**config.mk**
```make
export PLATFORM = sky130hd
export DESIGN_NAME = pc_fetch_unit
export DESIGN_NICKNAME = d
export VERILOG_FILES = /design/src/rtl/pc_fetch_unit.sv
export SDC_FILE = /design/constraint.sdc
export NUM_CORES = 1
export LEC_CHECK = 0
export ABC_AREA = 1
export CORE_ASPECT_RATIO = 0.75
export CORE_MARGIN = 2
export CORE_UTILIZATION = 40
export DETAILED_ROUTE_END_ITERATION = 10
export GPL_TIMING_DRIVEN = 1
export PLACE_DENSITY = 0.87
export SETUP_SLACK_MARGIN = 0.2
export SLEW_MARGIN = 25
export SYNTH_ARGS = -nofsm -noshare
export SYNTH_HDL_FRONTEND = slang
export SYNTH_SLANG_ARGS = --single-unit
```
**constraint.sdc**
```tcl
create_clock -name clk -period 4.2 [get_ports clk]
set_input_delay 1.26 -clock clk [delete_from_list [all_inputs] [get_ports clk]]
set_output_delay 1.26 -clock clk [all_outputs]
set_load 0.05 [all_outputs]
```
**src/rtl/pc_fetch_unit.sv**
```systemverilog
// pc_fetch_unit -- instruction-fetch front end for a single-issue MIPS-style core.
//
// Owns the program counter, issues fetch requests to instruction memory and
// hands each accepted instruction, together with its address, to decode.
// The next PC is chosen from PC+4, a branch target, a J-format jump target
// or a register-sourced (JR/JALR) target.
//
// Build option:
//   BRANCH_DELAY_SLOT_EN  defined   : one architectural branch delay slot. A
//                                     redirect seen before the delay-slot fetch
//                                     completes is parked in the PEND state.
//                         undefined : no delay slot. A redirect moves the PC
//                                     immediately and squashes any fetch that
//                                     completes on the same edge.
//
// Ports:
//   clk, reset          rising-edge clock, asynchronous active-high reset
//   stall               hazard stall from decode; freezes fetch
//   branch_taken        taken conditional branch, target on branch_target
//   jump                J/JAL redirect, 26-bit index on jump_index
//   jr                  JR/JALR redirect, target on jr_target
//   imem_req/imem_addr  fetch request and address (address is always pc)
//   imem_ready/instr_in memory response and instruction word
//   pc, pc_plus4        current fetch PC and PC+4 (mod 2^32)
//   instr_out/instr_pc  last accepted instruction and its address
//   instr_valid         one-cycle pulse when instr_out/instr_pc are new
//   align_err           one-cycle pulse when an accepted jr target is misaligned

module pc_fetch_unit #(
   parameter logic [31:0] RESET_PC = 32'h0000_0000
) (
   input  logic        clk,
   input  logic        reset,
   input  logic        stall,
   input  logic        branch_taken,
   input  logic [31:0] branch_target,
   input  logic        jump,
   input  logic [25:0] jump_index,
   input  logic        jr,
   input  logic [31:0] jr_target,
   output logic        imem_req,
   output logic [31:0] imem_addr,
   input  logic        imem_ready,
   input  logic [31:0] instr_in,
   output logic [31:0] pc,
   output logic [31:0] pc_plus4,
   output logic [31:0] instr_out,
   output logic [31:0] instr_pc,
   output logic        instr_valid,
   output logic        align_err
);

   typedef enum logic [1:0] {
      BOOT  = 2'd0,
      FETCH = 2'd1,
      PEND  = 2'd2
   } state_t;

   state_t      state_q;
   logic [31:0] pc_q;
   logic [31:0] instr_out_q;
   logic [31:0] instr_pc_q;
   logic        instr_valid_q;
   logic        align_err_q;
`ifdef BRANCH_DELAY_SLOT_EN
   logic [31:0] tgt_q;
`endif

   logic        redir_req;
   logic [31:0] redir_tgt;
   logic        redir_misal;
   logic        fetch_done;

   assign imem_req   = (state_q != BOOT) && !stall;
   assign imem_addr  = pc_q;
   assign pc         = pc_q;
   assign pc_plus4   = pc_q + 32'd4;
   assign fetch_done = imem_req && imem_ready;

   assign instr_out   = instr_out_q;
   assign instr_pc    = instr_pc_q;
   assign instr_valid = instr_valid_q;
   assign align_err   = align_err_q;

   // Redirect decode, priority jr > jump > branch. The jump target takes its
   // top nibble from the current pc, which is the delay-slot address.
   assign redir_req   = jr || jump || branch_taken;
   assign redir_misal = jr && (jr_target[1:0] != 2'b00);

   always_comb begin
      // NOTE: default assignment first so no path leaves redir_tgt unassigned (no latch).
      redir_tgt = branch_target;
      if (jr) begin
         redir_tgt = {jr_target[31:2], 2'b00};
      end else if (jump) begin
         redir_tgt = {pc_q[31:28], jump_index, 2'b00};
      end
   end

   // Whole fetch FSM in one clocked block; every output it drives is registered.
   // NOTE: sequential state uses non-blocking assignments only.
   always_ff @(posedge clk or posedge reset) begin
      if (reset) begin
         state_q       <= BOOT;
         pc_q          <= RESET_PC;
         instr_out_q   <= 32'h0;
         instr_pc_q    <= 32'h0;
         instr_valid_q <= 1'b0;
         align_err_q   <= 1'b0;
`ifdef BRANCH_DELAY_SLOT_EN
         tgt_q         <= 32'h0;
`endif
      end else begin
         instr_valid_q <= 1'b0;
         align_err_q   <= 1'b0;
         case (state_q)
            BOOT: begin
               state_q <= FETCH;
            end
            default: begin
`ifdef BRANCH_DELAY_SLOT_EN
               // A redirect is only accepted from FETCH; in PEND the first target wins.
               if (state_q == FETCH && redir_req) begin
                  align_err_q <= redir_misal;
               end
               if (fetch_done) begin
                  // This completion is the delay slot when a redirect is pending
                  // or arrives on the same edge.
                  instr_out_q   <= instr_in;
                  instr_pc_q    <= pc_q;
                  instr_valid_q <= 1'b1;
                  if (state_q == PEND) begin
                     pc_q    <= tgt_q;
                     state_q <= FETCH;
                     tgt_q   <= 32'h0;
                  end else if (redir_req) begin
                     pc_q <= redir_tgt;
                  end else begin
                     pc_q <= pc_plus4;
                  end
               end else if (state_q == FETCH && redir_req) begin
                  // Also taken while stalled: redirects are sampled every edge.
                  state_q <= PEND;
                  tgt_q   <= redir_tgt;
               end
`else
               if (redir_req) begin
                  // Redirect wins outright; a same-edge completion is dropped.
                  pc_q        <= redir_tgt;
                  align_err_q <= redir_misal;
               end else if (fetch_done) begin
                  instr_out_q   <= instr_in;
                  instr_pc_q    <= pc_q;
                  instr_valid_q <= 1'b1;
                  pc_q          <= pc_plus4;
               end
`endif
            end
         endcase
      end
   end

endmodule

```
==> metrics <==
leading register cell type out of synthesis dfrtp_1; Final Wtd Congestion roughly 0.94; DRT iter0 DRCs between 300 and 400; Core Area 13,700 um^2; Reg area approximately 2500 um^2; WL met2 ~9.2 mm; status completed; Die Ht 107 um; post-CTS setup buffers 0; Tot Pwr roughly 4.2 mW; commonest non-fill, non-tap cell in the layout clkdlybuf4s50_1; Mean Syn Cell Area slightly below 8 um^2; fillcell total approximately 1,200; Area growth, synth to finish 54.9%; grt ovf 0; final hold vios 0; Setup CP Type reg -> out; worst-margin pin slew about 0.65 ns; post-route cell area just under 9000 um^2; Warnings, synthesis 0; Max Slew Vio Count 0; Critical Path AT 2.65 ns; CP startpoint kind flip-flop; I/O pins about 290; Top delay family on crit path buffers and inverters; CTS clock-pin slew for the worst setup and hold paths approximately 0.07 ns; CP Cell Sequence ha_1, nand2_1, nor2_1, nand2_2, xor2_1, clkdlybuf4s50_1; drt wl/cell 17.4 um; Netlist cell types 32; hold buffer count at CTS 0; DIE WIDTH about 140 um; commonest non-fill, non-tap cells in the layout clkdlybuf4s50_1, nand2_1, dfrtp_1; post-synthesis sequential area ratio a little over two fifths; Port Buffers between 200 and 300; final setup fails 0; wl on met1 8.65 mm; Syn Inst Count slightly above 700; first-pass detailed-route iteration total 5; final core occ 63.5%; CP peak stage delay about 0.85 ns; crit path max fanout 7; Vias between 5,000 and 6,000; worst path required time just under 3 ns; CTS tree yes; setup TNS 0 ns; layout cell share with drive strength beyond 1 a little under a tenth; HP Start instr_out[8]; Routed WL between 15 and 20 mm; Slew headroom 56.3%; initial antenna violation count 0; Yosys reg bits a little under 100; Die ar. 15,100 um^2; crit path max-delay cell type clkdlybuf4s50_1; Root Driver clkbuf_16; min Tclk post-route roughly 3.9 ns; Tcrit/Tclk final 93.1%; HPWL after detailed placement 15.5 mm; critical path buffer and inverter count 1; placement row count 37; H-tree levels 3; leakage just under 4 nW; Post-synth EDFFs 0; Max IR drop VDD 0.246 mV; Net count, final between 1,000 and 1,500; clk_lat worst skew 0.34 ns; CTS Sinks 99; Clock Tree Buf Depth 2; first-pass GRT wire length 30.9 mm; largest net degree at the start of global routing 74; Setup crit start imem_addr[3]; met3 WL 1.61 mm; post-synth top area share between 40% and 50%; dpl cell area around 8400 um^2; top cells by area, synth dfrtp_1, nand2_1, mux2_2, nor2_1, buf_4; PD cells 483 nW/um^2; Max Cap Violations 0; leading area contributor after synthesis dfrtp_1; Antenna Nets Post-Route 0; CTS buffer count 9; # DRC 0; asr flop ratio synth 100%; DR top layer met4; synthesized net count approximately 840; WHS 0.507 ns; FF-to-FF Start imem_addr[3]; critical path capture point type output port; vias per cell slightly above 5; post-synthesis cell area 5630 um^2; unrepaired setup endpoints after global routing no; initial core utilization between 40% and 50%; area of the multi-input gates between 2000 and 3000 um^2; vias in the first global route 5,676; Fin Clk Skew about 0.0071 ns; n_diodes 0; Global Route Usage Sum between 20% and 30%; Max Freq about 260 MHz; Hold WC Path Type reg -> reg
==> synthesized netlist by cell type (all sizes together) (2+ instances only) <==
| library cell | instances |
|---|---|
| a21oi | 39 |
| a22oi | 9 |
| a31oi | 9 |
| and2 | 2 |
| buf | 58 |
| clkbuf | 5 |
| dfrtp | 99 |
| inv | 49 |
| mux2 | 33 |
| nand2 | 220 |
| nand3 | 46 |
| nand4 | 7 |
| nor2 | 87 |
| o211ai | 4 |
| o21ai | 32 |
| o22ai | 3 |
| xor2 | 7 |
==> state kept, by name, summed over array words and instances, names as in the netlist <==
name         flops
imem_addr       32
state_q          1
align_err        1
instr_out       32
instr_valid      1
instr_pc        32
==> area by class of cell <==
cell class,count,area share [%]
tap,175,2.51
multi-input combinational,501,29.0
timing repair buffer,301,34.7
sequential,99,28.4
inverter,49,2.19
clock buffer,9,2.58
clock inverter,7,0.645
==> stage by stage <==
stage | setup slack [ns] | instances
after floorplan | 0.350 | 712
after global placement | 0.524 | 1125
after detailed placement | 0.445 | 1125
after CTS | 0.202 | 1141
after global routing | 0.211 | 1141
final | 0.291 | 1141
==> power breakdown <==
group	internal, mW	switching, mW	total (mW)	leakage [nW]
Combinational	0.708	1.41	2.12	2.54
Sequential	1.14	0.164	1.30	1.23
Clock	0.411	0.392	0.804	0.137
==> cell families (layout without fill, tap and decap cells) <==
| family | Yosys count | in the layout | synth area share [%] |
|---|---|---|---|
| AND/OR/NAND/NOR | 363 | 363 | 26.9 |
| buffers and inverters | 112 | 366 | 11.3 |
| flip-flops | 99 | 99 | 44.0 |
| AO/OA/AOI/OAI | 96 | 96 | 9.90 |
| multiplexers | 33 | 33 | 6.60 |
| XOR/XNOR | 7 | 7 | 1.09 |
| adder cells (fa/ha/maj) | 1 | 1 | 0.222 |
| other | 1 | 1 | 0.0666 |
==> final timing paths <==
| kind | slack, ns | depth (start not counted) | endpoint |
|---|---|---|---|
| worst max register to register | 2.21 | 10 | imem_addr[22] |
| max in group asynchronous | 2.11 | 3 | imem_addr[3] |
| worst min register to register | 0.51 | 1 | instr_out[8] |
| worst min-delay path | 0.51 | 1 | instr_out[8] |
| worst max-delay path | 0.29 | 6 | pc_plus4[10] |
| min in group asynchronous | 1.39 | 2 | instr_out[14] |
==> per-layer routing <==
| layer | track usage, % | up-vias |
|---|---|---|
| li1 | - | 2771 |
| met3 | 6.61 | 30 |
| met1 | 35.4 | 2718 |
| met2 | 43.1 | 282 |
| met4 | 7.14 | 0 |
| met5 | 0 | - |
==> repair_timing <==
action / in CTS / in global routing
setup endpoints to repair: 10 / 12
cloned: 0 / 0
resized for setup: 8 / 12
No activity file was read; power rests on OpenSTA's default activity.
